## config.mk

```make
export PLATFORM = sky130hd
export DESIGN_NAME = timer_sequencer
export DESIGN_NICKNAME = d
export VERILOG_FILES = /design/src/rtl/timer_sequencer.sv
export SDC_FILE = /design/constraint.sdc
export NUM_CORES = 1
export LEC_CHECK = 0
export BUFFER_PORTS_ARGS = -buffer_cell sky130_fd_sc_hd__clkbuf_2
export CAP_MARGIN = 10
export CORE_MARGIN = 2
export CORE_UTILIZATION = 44
export DETAILED_ROUTE_END_ITERATION = 10
export PLACE_DENSITY = 0.65
export SLEW_MARGIN = 10
export SYNTH_ARGS = -nofsm -noshare
export SYNTH_HDL_FRONTEND = slang
export SYNTH_SLANG_ARGS = --single-unit
```

## constraint.sdc

```tcl
create_clock -name CLOCK_50_I -period 5.6 [get_ports CLOCK_50_I]
set_input_delay 0 -clock CLOCK_50_I [delete_from_list [all_inputs] [get_ports CLOCK_50_I]]
set_output_delay 0 -clock CLOCK_50_I [all_outputs]
set_load 0.03 [all_outputs]
```

## src/rtl/timer_sequencer.sv

```systemverilog
// timer_sequencer: Avalon-MM countdown timer sequencer with push-button
// and register command paths, sticky expiry flag and level interrupt.
module timer_sequencer #(
  parameter int PRESCALE = 50,
  parameter int CNT_W    = 32
) (
  input  logic        CLOCK_50_I,
  input  logic        RESET_I,
  input  logic [16:0] SWITCH_I,
  input  logic [3:0]  PUSH_BUTTON_I,
  input  logic [1:0]  avs_address,
  input  logic        avs_chipselect,
  input  logic        avs_read,
  input  logic        avs_write,
  input  logic [31:0] avs_writedata,
  output logic [31:0] avs_readdata,
  output logic        irq,
  output logic [3:0]  STATUS_O
);

  localparam int PW = (PRESCALE > 1) ? $clog2(PRESCALE) : 1;
  localparam logic [PW-1:0] PMAX = PW'(PRESCALE - 1);

  typedef enum logic [1:0] {
    S_IDLE,
    S_ARMED,
    S_RUN,
    S_EXPIRED
  } state_e;

  state_e           state_q, state_d;
  logic [CNT_W-1:0] reload_q, reload_d;
  logic [CNT_W-1:0] count_q, count_d;
  logic [PW-1:0]    presc_q, presc_d;
  logic             cfg_q, cfg_d;
  logic             irq_en_q, irq_en_d;
  logic             flag_q, flag_d;
  logic [31:0]      rdata_q, rdata_d;
  logic [3:0]       status_q, status_d;
  logic             irq_q, irq_d;
  logic [1:0]       sync1_q, sync2_q, prev_q;

  logic wr_en, rd_en, ctrl_wr, drop_btn;
  logic btn_start, btn_load;
  logic do_load, do_start, do_stop, tick;
  logic unused_bits;

  assign unused_bits = ^{PUSH_BUTTON_I[3:2], avs_writedata[31:4]};

  assign wr_en     = avs_chipselect & avs_write;
  assign rd_en     = avs_chipselect & avs_read;
  assign ctrl_wr   = wr_en & (avs_address == 2'd1);
  assign drop_btn  = wr_en & ~avs_address[1];
  assign btn_start = sync2_q[0] & ~prev_q[0];
  assign btn_load  = sync2_q[1] & ~prev_q[1];
  assign do_stop   = ctrl_wr & avs_writedata[2];
  assign do_load   = (ctrl_wr & avs_writedata[0])
                   | (btn_load & ~drop_btn);
  assign do_start  = ((ctrl_wr & avs_writedata[1])
                   | (btn_start & ~drop_btn)) & ~do_stop;
  assign tick      = (presc_q == PMAX);

  always_comb begin
    state_d  = state_q;
    reload_d = reload_q;
    count_d  = count_q;
    presc_d  = presc_q;
    cfg_d    = cfg_q;
    irq_en_d = irq_en_q;
    flag_d   = flag_q;
    if (wr_en && avs_address == 2'd0) begin
      reload_d = avs_writedata[CNT_W-1:0];
      cfg_d    = 1'b1;
    end
    if (do_load) begin
      reload_d = CNT_W'(SWITCH_I);
      cfg_d    = 1'b1;
    end
    if (ctrl_wr) irq_en_d = avs_writedata[3];
    if (wr_en && avs_address == 2'd2 && avs_writedata[0])
      flag_d = 1'b0;
    unique case (state_q)
      S_IDLE: begin
        if (cfg_d) state_d = S_ARMED;
      end
      S_RUN: begin
        if (tick) begin
          presc_d = '0;
          if (count_q == '0) begin
            state_d = S_EXPIRED;
            flag_d  = 1'b1;
          end else begin
            count_d = count_q - CNT_W'(1);
          end
        end else begin
          presc_d = presc_q + PW'(1);
        end
        // a tick in the same cycle still decrements before stopping
        if (do_stop && state_d == S_RUN) state_d = S_ARMED;
      end
      default: ;
    endcase
    if (do_start && cfg_d) begin
      count_d = reload_d;
      presc_d = '0;
      state_d = S_RUN;
      flag_d  = 1'b0;
    end
  end

  always_comb begin
    status_d = {flag_d, state_d == S_RUN,
                cfg_d, state_d == S_IDLE};
    irq_d    = flag_d & irq_en_d;
    rdata_d  = rdata_q;
    if (rd_en) begin
      unique case (avs_address)
        2'd0:    rdata_d = 32'(reload_q);
        2'd1:    rdata_d = {28'd0, irq_en_q, 3'd0};
        2'd2:    rdata_d = {28'd0, status_q};
        default: rdata_d = 32'(count_q);
      endcase
    end
  end

  always_ff @(posedge CLOCK_50_I) begin
    if (RESET_I) begin
      state_q  <= S_IDLE;
      reload_q <= '0;
      count_q  <= '0;
      presc_q  <= '0;
      cfg_q    <= 1'b0;
      irq_en_q <= 1'b0;
      flag_q   <= 1'b0;
      rdata_q  <= '0;
      status_q <= 4'b0001;
      irq_q    <= 1'b0;
      sync1_q  <= '0;
      sync2_q  <= '0;
      prev_q   <= '0;
    end else begin
      state_q  <= state_d;
      reload_q <= reload_d;
      count_q  <= count_d;
      presc_q  <= presc_d;
      cfg_q    <= cfg_d;
      irq_en_q <= irq_en_d;
      flag_q   <= flag_d;
      rdata_q  <= rdata_d;
      status_q <= status_d;
      irq_q    <= irq_d;
      sync1_q  <= PUSH_BUTTON_I[1:0];
      sync2_q  <= sync1_q;
      prev_q   <= sync2_q;
    end
  end

  assign avs_readdata = rdata_q;
  assign STATUS_O     = status_q;
  assign irq          = irq_q;

endmodule

```

# After elaboration in Yosys (flattened, before gate mapping)
# Index checks and enable logic that the tools add are counted.
# W data, S select, Z words.
[word_totals] ff_bits=118 inputBits=60 word_cells=78
[classes] add_sub_neg=2 eq_ne=7 n_mux=23 bitwise_logic=20 reduce_logical=13
[ops] op="$mux W32" count=6
[ops] op="$pmux W32 S3" count=1
[ops] op="$logic_not A32 Y1" count=1
[ops] op="$sub A32 B1 Y32 const B" count=1
[ops] op="$and A1 B1 Y1" count=13
[ops] op="$mux W2" count=6
[ops] op="$eq A2 B2 Y1 const B" count=4
[ops] op="$mux W1" count=8
[ops] op="$add A6 B1 Y6 const B" count=1
[ops] op="$eq A6 B6 Y1 const B" count=1
[ops] op="$logic_not A2 Y1" count=3
[ops] op="$mux W6" count=1
[ops] op="$logic_and A1 B1 Y1" count=5
[ops] op="$not A1 Y1" count=5
[ops] op="$pmux W2 S2" count=1
[ops] op="$reduce_bool A2 Y1" count=2
[ops] op="$reduce_and A3 Y1" count=1
[ops] op="$eq A2 B1 Y1 const B" count=1
[ops] op="$ne A2 B1 Y1 const B" count=1
[ops] op="$or A1 B1 Y1" count=2
[ops] op="$reduce_or A2 Y1" count=1

# Depth between registers and ports, before layout
# Gate-level depths: netlist (run 1).
[depth] ltp_word=10 depth_mapped=10

# Worst setup path after synthesis (run 1)
# OpenSTA, ideal clock, no wires.
[synth_path] path_kind="reg-to-reg" startpoint="register presc_q[2]" endpoint="register count_q[13]" setup_time_ns=0.070 arrival_time_ns=1.925 t_required_ns=5.530 path_slack_ns=3.605 stages_incl_launch_ff=9 n_path_buf=2 period_less_slack_ns=1.995 path_cell_list="dfxtp_1 or3b_1 or3_1 buf_6 a31oi_4 buf_6 nand4_1 xor2_1 o2bb2ai_1"
[synth_via] elab_chain_len=3
[synth_rtl] element="from (decl)" line_no="34" rtl="logic [PW-1:0] presc_q, presc_d;"
[synth_rtl] element="from (signal assigned)" line_no="145" rtl="presc_q <= presc_d;"
[synth_rtl] element="$eq A6 B6 Y1" line_no="61" rtl="assign tick = (presc_q == PMAX);"
[synth_rtl] element="$reduce_bool A2 Y1 (no line)"
[synth_rtl] element="$reduce_and A3 Y1 (no line)"
[synth_rtl] element="to (signal assigned)" line_no="144" rtl="count_q <= count_d;"
[synth_rtl] element="to (decl)" line_no="33" rtl="logic [CNT_W-1:0] count_q, count_d;"
# Every way passes these cells.
# A chain may end at the register's enable or synchronous reset.

# Worst setup path in the final report (run 1)
[layout_path] startpoint="register prev_q[1]" endpoint="register count_q[13]"
[layout_via] elab_chain_len=8 elab_cells_between_ends=12 classes_between="eq/ne (1); mux (3); bitwise (4); reduce/logical (4)"
[layout_rtl] element="from (decl)" line_no="41" rtl="logic [1:0] sync1_q, sync2_q, prev_q;"
[layout_rtl] element="from (signal assigned)" line_no="154" rtl="prev_q <= sync2_q;"
[layout_rtl] element="$not A1 Y1 (*)" line_no="55" rtl="assign btn_load = sync2_q[1] & ~prev_q[1];"
[layout_rtl] element="$and A1 B1 Y1 (*)" line_no="55"
[layout_rtl] element="$and A1 B1 Y1 (*)" line_no="58" rtl="| (btn_load & ~drop_btn);"
[layout_rtl] element="$or A1 B1 Y1 (*)" line_no="58"
[layout_rtl] element="$mux W1" line_no="75" rtl="if (do_load) begin"
[layout_rtl] element="$logic_and A1 B1 Y1" line_no="103" rtl="if (do_start && cfg_d) begin"
[layout_rtl] element="$ne A2 B1 Y1 (no line) / $reduce_bool A2 Y1 (equally long branches)"
[layout_rtl] element="$reduce_and A3 Y1 (no line)"
# Mark *: on every way between the ends. The rest lies on a longest branch, timed or not.

==> flow_summary.yaml, run 1 <==
synth:
  synth_area_um2: 5393
  seq_area_frac_synth: 0.4306
  ys_async_sr_fraction: 0
  ys_types: 60
  synthFlopType: "dfxtp_1"
  synth_edf_count: 0
  ys.warnings.count: 0
  syn_nets: 693
  yosys_register_bits: 116
  syn_inst: 630
  synth_area_per_cell_um2: 8.560
timing:
  worst_hold_slack_ns: 0.00002473
  fin_setup_tns_ns: 0
  fin_skew_ns: 0.005311
  fin_crit_sh: 0.4617
  setup_viol: 0
  hold_viol: 0
  fin_crit_ns: 2.586
  slew_headroom: 0.1871
  timing.fmax_mhz: 386.8
  grt_setup_unrepaired: "no"
  worst_pin_slew_ns: 1.219
  setup_ws_ns: 3.014
  drv_slew: 0
place:
  place_congestion: 0.8433
  dp_hpwl_um: 9423
  dp_slack_ns: 3.059
  io_buffers: 94
cells_and_area:
  drive_gt1_frac: 0.1992
  nets: 814
  area_growth_pct: 28.07
  diodes: 0
  fillers: 1126
min_path:
  worstHoldStart: "SWITCH_I[6]"
  holdPathStages: 4
  hold_class: "in2reg"
  min_to: "count_q[6]"
clock_network:
  cts.path.max_buffers: 2
  clock-sinks: 116
  post_cts_buffers: 0
  root_buffer: "clkbuf_16"
  cts-buffers-inserted: 17
  clk_latency_ns: 0.42
  path_clk_slew_ns: 0.05
  htree_num_levels: 4
  cts_tree: "built"
run:
  max_cap_violations: 0
power_and_ir_drop:
  p_switching_mw: 0.5479
  p_leak_nw: 2.721
  p_per_area_nw_per_um2: 312.3
  p_int_mw: 1.609
  ir_drop_uv: 298.8
  power.share.clock: 0.459
  swShare: 0.2540
  pwr-share-comb: 0.131
  seq_power_share: 0.410
  power_mw: 2.157
die:
  core_area_um2: 12010
  die_y_um: 114.7
  rows: 40
  start_util: 0.4490
  io_pins: 97
  die_x_um: 114.7
  die_area_um2: 13160
worst_setup_path:
  critPathKind: "reg2reg"
  rr_endpoint: "count_q[13]"
  start_kind: "flop"
  r2r_cells: 7
  r2r-start: "prev_q[1]"
  worstPathRequired_ns: 5.94
  cp-end-kind: "flop"
  reg2reg_slack_ns: 3.01
  worstPathArrival_ns: 2.93
  worstPathMaxFanout: 29
routing:
  vias_per_cell: 5.597
  ant_nets: 0
  routedWlPerCell_um: 16.08
  finalWirelength_um: 14640
  drc_errors: 0
  num_vias: 5093
  firstDrtPassIters: 5
  drt-initial-drc-count: 304
grt:
  grt_max_degree: 77
  grt_pass1_wl_um: 23960
  grt_overflow: 0
  grt_usage: 0.2313
  antenna_found_initial: 0
  first_global_vias: 4956
outcome:
  status: "complete, no violations"
==> cells by family (layout without fill, tap and decap cells) <==
family          Yosys count  after routing  synth area share
flops                   116            116            0.4306
xor+xnor                 33             33           0.05360
compound gates          121            121            0.1736
fa+ha+maj                 3              3          0.006961
buf+inv                  54            187           0.04895
mux                       7              7           0.01601
simple gates            296            296            0.2703
==> final cells by class <==
cell class                 instances  area (um^2)  share of cell area
multi-input combinational        460         2824              0.4089
clock buffer                      26        489.2             0.07083
sequential                       116         2322              0.3362
clock inverter                     5        50.05            0.007246
timing repair buffer             151         1018              0.1475
inverter                           5        18.77            0.002717
tap                              147        183.9             0.02663
==> registers in the layout (all words and copies together) (netlist names), 2 cells and up <==
name	count
avs_readdata	32
count_q	32
reload_q	32
presc_q	6
STATUS_O	3
prev_q	2
state_q	2
sync1_q	2
sync2_q	2
==> per-stage QoR <==
stage                     utilization  cell area, um^2  cells
final                          0.5750             6907    910
after global routing           0.5750             6907    910
after CTS                      0.5750             6907    910
after detailed placement       0.4901             5887    831
after global placement         0.4901             5887    831
after floorplan                     -             5393    630
==> power groups by stage <==
stage	Combinational [mW]	Sequential (mW)	Clock, mW
final	0.282	0.884	0.991
after global placement	0.246	0.899	0
after floorplan	0.148	0.923	0
after global routing	0.308	0.887	1.04
after CTS	0.281	0.883	1.01
after detailed placement	0.250	0.900	0
==> critical path, cell delays in order (launching register included) <==
cell and delay [ns]:
dfxtp_1 0.30, inv_1 0.06, a32oi_4 0.57, buf_4 0.42, nor2_1 0.07, a311oi_1 0.32, dlygate4sd3_1 0.64, o2bb2ai_1 0.11
==> cell usage after synthesis (all sizes together) (4+ instances only) <==
| cell type | n | area share |
|---|---|---|
| xnor2 | 6 | 0.0097 |
| nor2b | 15 | 0.017 |
| buf | 18 | 0.022 |
| dfxtp | 116 | 0.43 |
| nand3b | 4 | 0.0056 |
| clkbuf | 30 | 0.021 |
| nand4 | 7 | 0.0081 |
| and2 | 5 | 0.0065 |
| a221oi | 32 | 0.055 |
| nand3 | 8 | 0.0074 |
| nor2 | 81 | 0.056 |
| a31oi | 9 | 0.013 |
| nand2b | 4 | 0.0051 |
| a21oi | 29 | 0.027 |
| a311oi | 10 | 0.016 |
| nor3 | 41 | 0.039 |
| o2bb2ai | 9 | 0.015 |
| nand4b | 7 | 0.011 |
| o21ai | 12 | 0.011 |
| xor2 | 27 | 0.044 |
| nand2 | 101 | 0.071 |
| inv | 5 | 0.0035 |
| a211oi | 12 | 0.019 |
| nor4 | 9 | 0.019 |
==> how the worst max path moves through the flow <==
stage | startpoint | cells after the start | end | slack, ns
5_1_grt | prev_q[1] | 8 | count_q[15] | 2.84
6_report | prev_q[1] | 7 | count_q[13] | 3.01
3_5_place_dp | avs_address[1] | 8 | count_q[21] | 3.06
3_3_place_gp | avs_address[1] | 8 | count_q[23] | 3.06
4_1_cts | prev_q[1] | 8 | count_q[15] | 3.09
2_1_floorplan | presc_q[2] | 8 | count_q[13] | 3.60
==> cells in the final DEF, fill, tap and decap left out, types with 9 or more instances in the layout <==
| master | instances |
|---|---|
| a211oi_1 | 11 |
| a21oi_1 | 29 |
| a221oi_1 | 31 |
| a311oi_1 | 10 |
| buf_4 | 9 |
| clkbuf_16 | 17 |
| clkbuf_2 | 94 |
| dfxtp_1 | 116 |
| dlygate4sd3_1 | 48 |
| nand2_1 | 100 |
| nor2_1 | 80 |
| nor2b_1 | 15 |
| nor3_1 | 40 |
| o2bb2ai_1 | 9 |
| xor2_1 | 27 |
==> metal layers <==
layer  wire length (um)  vias to the layer above  track usage
met1               6876                     2411       0.3121
met5                  0                        -            0
li1                   -                     2491            -
met4                292                        0      0.09960
met3                795                       27      0.05082
met2               6673                      164       0.3586
==> what timing repair did <==
item	4_1_cts	5_1_grt
endpoints found under the hold margin	55	0
hold buffers	48	0
resized for setup	0	0
(Power assumes the default switching activity.)
==> run 2: changes to the inputs <==
- clock period: 5.6 -> 2.5 ns (I/O delays scaled with it)
==> flow_summary.yaml, run 2 (synthesis gave the netlist of run 1 again) <==
clock_network:
  clock-sinks: 116
  cts_resized: 0
  root_buffer: "clkbuf_16"
  htree_num_levels: 4
  cts.path.max_buffers: 2
  cts-buffers-inserted: 17
  cts_tree: "built"
  clk_latency_ns: 0.41
  path_clk_slew_ns: 0.06
die:
  core_area_um2: 12010
  rows: 40
  start_util: 0.4490
  die_area_um2: 13160
  die_y_um: 114.7
  io_pins: 97
  die_x_um: 114.7
cells_and_area:
  fillers: 1030
  fin_area_um2: 7044
  drive_gt1_frac: 0.2146
  nets: 819
  mostFrequentLayoutCell: "dfxtp_1"
  fin_util: 0.5865
  area_growth_pct: 30.63
  diodes: 0
  layout_common_cells: "dfxtp_1 (116), nand2_1 (100), clkbuf_2 (94), nor2_1 (80), dlygate4sd3_1 (45)"
  fin_cells: 916
worst_setup_path:
  start_kind: "flop"
  worstPathArrival_ns: 2.67
  cp-end-kind: "flop"
  worstPathMaxFanout: 5
  crit_buf_inv: 1
  reg2reg_slack_ns: 0.16
  cp_slowest_stage_delay_ns: 0.45
  path_delay_family: "simple AND/OR/NAND/NOR gates"
  worstPathRequired_ns: 2.83
  crit_chain: "inv_1, ha_1, nor4b_2, nand4_1, nor4_2, nand2_1, xor2_1, a211oi_1"
  critPathKind: "reg2reg"
  slowest_stage: "nor4b_2"
power_and_ir_drop:
  p_leak_nw: 2.790
  p_per_area_nw_per_um2: 744.1
  swShare: 0.2420
  p_switching_mw: 1.268
  power.share.clock: 0.502
  p_int_mw: 3.973
  ir_drop_uv: 359.3
  seq_power_share: 0.378
  power_mw: 5.241
  pwr-share-comb: 0.121
place:
  place_congestion: 0.8650
  place_area_um2: 5939
  dp_hpwl_um: 9917
  io_buffers: 94
  dp_cells: 838
grt:
  grt_overflow: 0
  grt_usage: 0.2344
  first_global_vias: 4908
  antenna_found_initial: 0
  grt_max_degree: 33
  grt_pass1_wl_um: 24320
timing:
  fin_skew_ns: 0.009969
  grt_setup_unrepaired: "no"
  fin_crit_ns: 2.340
  slew_headroom: 0.4592
  worst_pin_slew_ns: 0.8093
  fin_setup_tns_ns: 0
  hold_viol: 0
  timing.fmax_mhz: 427.3
  fin_crit_sh: 0.9360
  drv_slew: 0
  setup_viol: 0
routing:
  ant_nets: 0
  drc_errors: 0
  routedWlPerCell_um: 16.14
  drt-initial-drc-count: 384
  finalWirelength_um: 14780
  firstDrtPassIters: 5
  num_vias: 5109
  vias_per_cell: 5.578
min_path:
  hold_class: "in2reg"
run:
  max_cap_violations: 0
outcome:
  status: "complete, no violations"
-- run 2: metrics by stage --
| step | setup slack (ns) | hold WS (ns) |
|---|---|---|
| floorplan | 0.5046 | 0.1282 |
| global placement | 0.2392 | 0.2124 |
| detailed placement | 0.1498 | 0.2232 |
| CTS | 0.1305 | 0.001943 |
| global route | 0.003074 | 0.01933 |
| finish | 0.1599 | 0.01193 |
-- run 2: routing by layer --
| layer | track usage | vias to the layer above | part of all wire | wire length [um] |
|---|---|---|---|---|
| met5 | 0 | - | 0 | 0 |
| met4 | 0.07229 | 0 | 0.012 | 184 |
| met3 | 0.05241 | 18 | 0.047 | 698 |
| met2 | 0.3763 | 153 | 0.46 | 6805 |
| met1 | 0.3164 | 2442 | 0.48 | 7095 |
| li1 | - | 2496 | - | - |
-- run 2: repair_timing --
item,in CTS,in global routing
buffers inserted,0,1
hold buffers,45,0
endpoints found under the hold margin,52,0
endpoints found under the setup margin,0,2
-- run 2: path summary, 6_finish.rpt --
check | end | depth (start not counted) | startpoint
setup / recovery | count_q[28] | 8 | count_q[0]
hold / removal | reload_q[5] | 4 | SWITCH_I[5]
setup reg to reg | count_q[28] | 8 | count_q[0]
hold reg to reg | sync2_q[1] | 1 | sync1_q[1]
-- run 2: power groups by stage --
stage | clock network, mW | registers [mW] | logic, mW
floorplan | 0 | 2.07 | 0.331
global placement | 0 | 2.01 | 0.557
detailed placement | 0 | 2.02 | 0.566
CTS | 2.67 | 1.98 | 0.630
global route | 2.75 | 1.99 | 0.692
finish | 2.63 | 1.98 | 0.632
-- run 2: final cells by class --
class / instances / area (um^2) / area share
multi-input cells: 460 / 2824 / 0.4009
flip-flops and latches: 116 / 2322 / 0.3297
repair buffers: 156 / 1049 / 0.1488
clock buffers: 24 / 501.7 / 0.07123
well taps: 147 / 183.9 / 0.02611
clock inverters: 8 / 145.1 / 0.02060
inverters: 5 / 18.77 / 0.002664
-- run 2: tightest hold or removal path, cell delays in order --
cell      delay (ns)
clkbuf_2        0.08
nor2_1          0.10
a31oi_1         0.07
nor2b_1         0.12
==> run 3: changes to the inputs <==
- RECOVER_POWER: not set -> 50
==> flow_summary.yaml, run 3 (synthesis gave the netlist of run 1 again) <==
die:
  core_area_um2: 12010
  io_pins: 97
  start_util: 0.4490
  rows: 40
  die_area_um2: 13160
  die_y_um: 114.7
  die_x_um: 114.7
run:
  max_cap_violations: 1
routing:
  finalWirelength_um: 14830
  num_vias: 5112
  drt-initial-drc-count: 363
  ant_nets: 0
  routedWlPerCell_um: 16.19
  vias_per_cell: 5.581
  drc_errors: 0
  firstDrtPassIters: 5
power_and_ir_drop:
  p_leak_nw: 2.660
  ir_drop_uv: 357.9
  p_per_area_nw_per_um2: 748.8
timing:
  slew_headroom: -0.07694
  fin_crit_ns: 2.340
  hold_viol: 0
  fin_crit_sh: 0.9359
  fin_setup_tns_ns: 0
  fin_skew_ns: 0.009822
  worst_hold_slack_ns: 0.01317
  grt_setup_unrepaired: "no"
  timing.fmax_mhz: 427.4
  setup_ws_ns: 0.1603
  setup_viol: 0
  drv_slew: 32
  worst_pin_slew_ns: 1.615
cells_and_area:
  final-seq-area_um2: 2322
  mostFrequentLayoutCell: "dfxtp_1"
  multi_input_comb_area_um2: 2824
  diodes: 0
  drive_gt1_frac: 0.1638
  nets: 819
  fillers: 1054
  fin_area_um2: 6993
  area_growth_pct: 29.68
  layout_common_cells: "dfxtp_1 (116), nand2_1 (100), nor2_1 (80), clkbuf_2 (56), dlygate4sd3_1 (45)"
grt:
  grt_usage: 0.2344
  grt_pass1_wl_um: 24320
  grt_overflow: 0
  grt_max_degree: 33
  first_global_vias: 4908
  antenna_found_initial: 0
worst_setup_path:
  crit_chain: "or3b_1, or3_1, a31oi_4, nand4_1, xor2_1, a211oi_1"
  r2r-start: "presc_q[4]"
  critPathLaunch: "presc_q[4]"
  critPathKind: "reg2reg"
  start_kind: "flop"
  worstPathArrival_ns: 2.65
  cp-end-kind: "flop"
  r2r_cells: 6
  cp_slowest_stage_delay_ns: 0.46
  worstPathRequired_ns: 2.81
  slowest_stage: "or3_1"
  worstPathMaxFanout: 15
outcome:
  status: "finished, violations left"
  failed_checks: "max-capacitance violations, max-slew violations"
place:
  io_buffers: 94
  dp_hpwl_um: 9917
  place_congestion: 0.8650
  place_area_um2: 5939
  dp_slack_ns: 0.1498
min_path:
  holdPathStages: 4
  worstHoldStart: "SWITCH_I[5]"
  hold_class: "in2reg"
clock_network:
  clock-sinks: 116
  cts_resized: 0
  root_buffer: "clkbuf_16"
  path_clk_slew_ns: 0.05
  htree_num_levels: 4
  cts-buffers-inserted: 17
  clk_latency_ns: 0.41
  cts.path.max_buffers: 2
  cts_tree: "built"
run 3: changes by cell type in the layout (fill, tap and decap cells not counted), sizes merged:
cell    previous run  this run
buf               17        16
clkbuf           118       119
run 3: timing repair:
item / in CTS / in global routing
hold buffers: 45 / 0
endpoints found under the hold margin: 52 / 0
buffers inserted: 0 / 1
endpoints found under the setup margin: 0 / 2
run 3: stage by stage:
stage | util | instances | power (mW)
2_1_floorplan | - | 630 | 2.399
3_3_place_gp | 0.4945 | 838 | 2.571
3_5_place_dp | 0.4945 | 838 | 2.582
4_1_cts | 0.5858 | 915 | 5.273
5_1_grt | 0.5822 | 916 | 5.422
6_report | 0.5822 | 916 | 5.236
run 3: routing by layer:
metal / routed length, um / track usage / up-vias
li1: - / - / 2494
met5: 0 / 0 / -
met3: 706 / 0.05241 / 17
met2: 6776 / 0.3763 / 161
met1: 7162 / 0.3164 / 2440
met4: 185 / 0.07229 / 0
run 3: final cells by class:
class                   instances  area share
clock inverters                 8     0.02076
repair buffers                156      0.1426
inverters                       5    0.002684
well taps                     147     0.02630
clock buffers                  24     0.07175
multi-input cells             460      0.4038
flip-flops and latches        116      0.3321
run 3: worst paths after layout:
| check | to | slack [ns] |
|---|---|---|
| worst max-delay path | count_q[11] | 0.16 |
| worst min-delay path | reload_q[5] | 0.01 |
| worst max register to register | count_q[11] | 0.16 |
| worst min register to register | sync2_q[1] | 0.44 |
run 3: critical path: cells and delay by family, from the launching register on:
kind,cells,cell delay (ns)
AOI/OAI and AO/OA,2,0.68
xor gates and xnor gates,1,0.16
DFF,1,0.37
and+or+nand+nor,3,1.03
run 3: power by group:
group | total [mW] | internal, mW | switching [mW]
clock | 2.63 | 1.80 | 0.837
sequential | 1.98 | 1.93 | 0.0521
combinational | 0.623 | 0.239 | 0.383
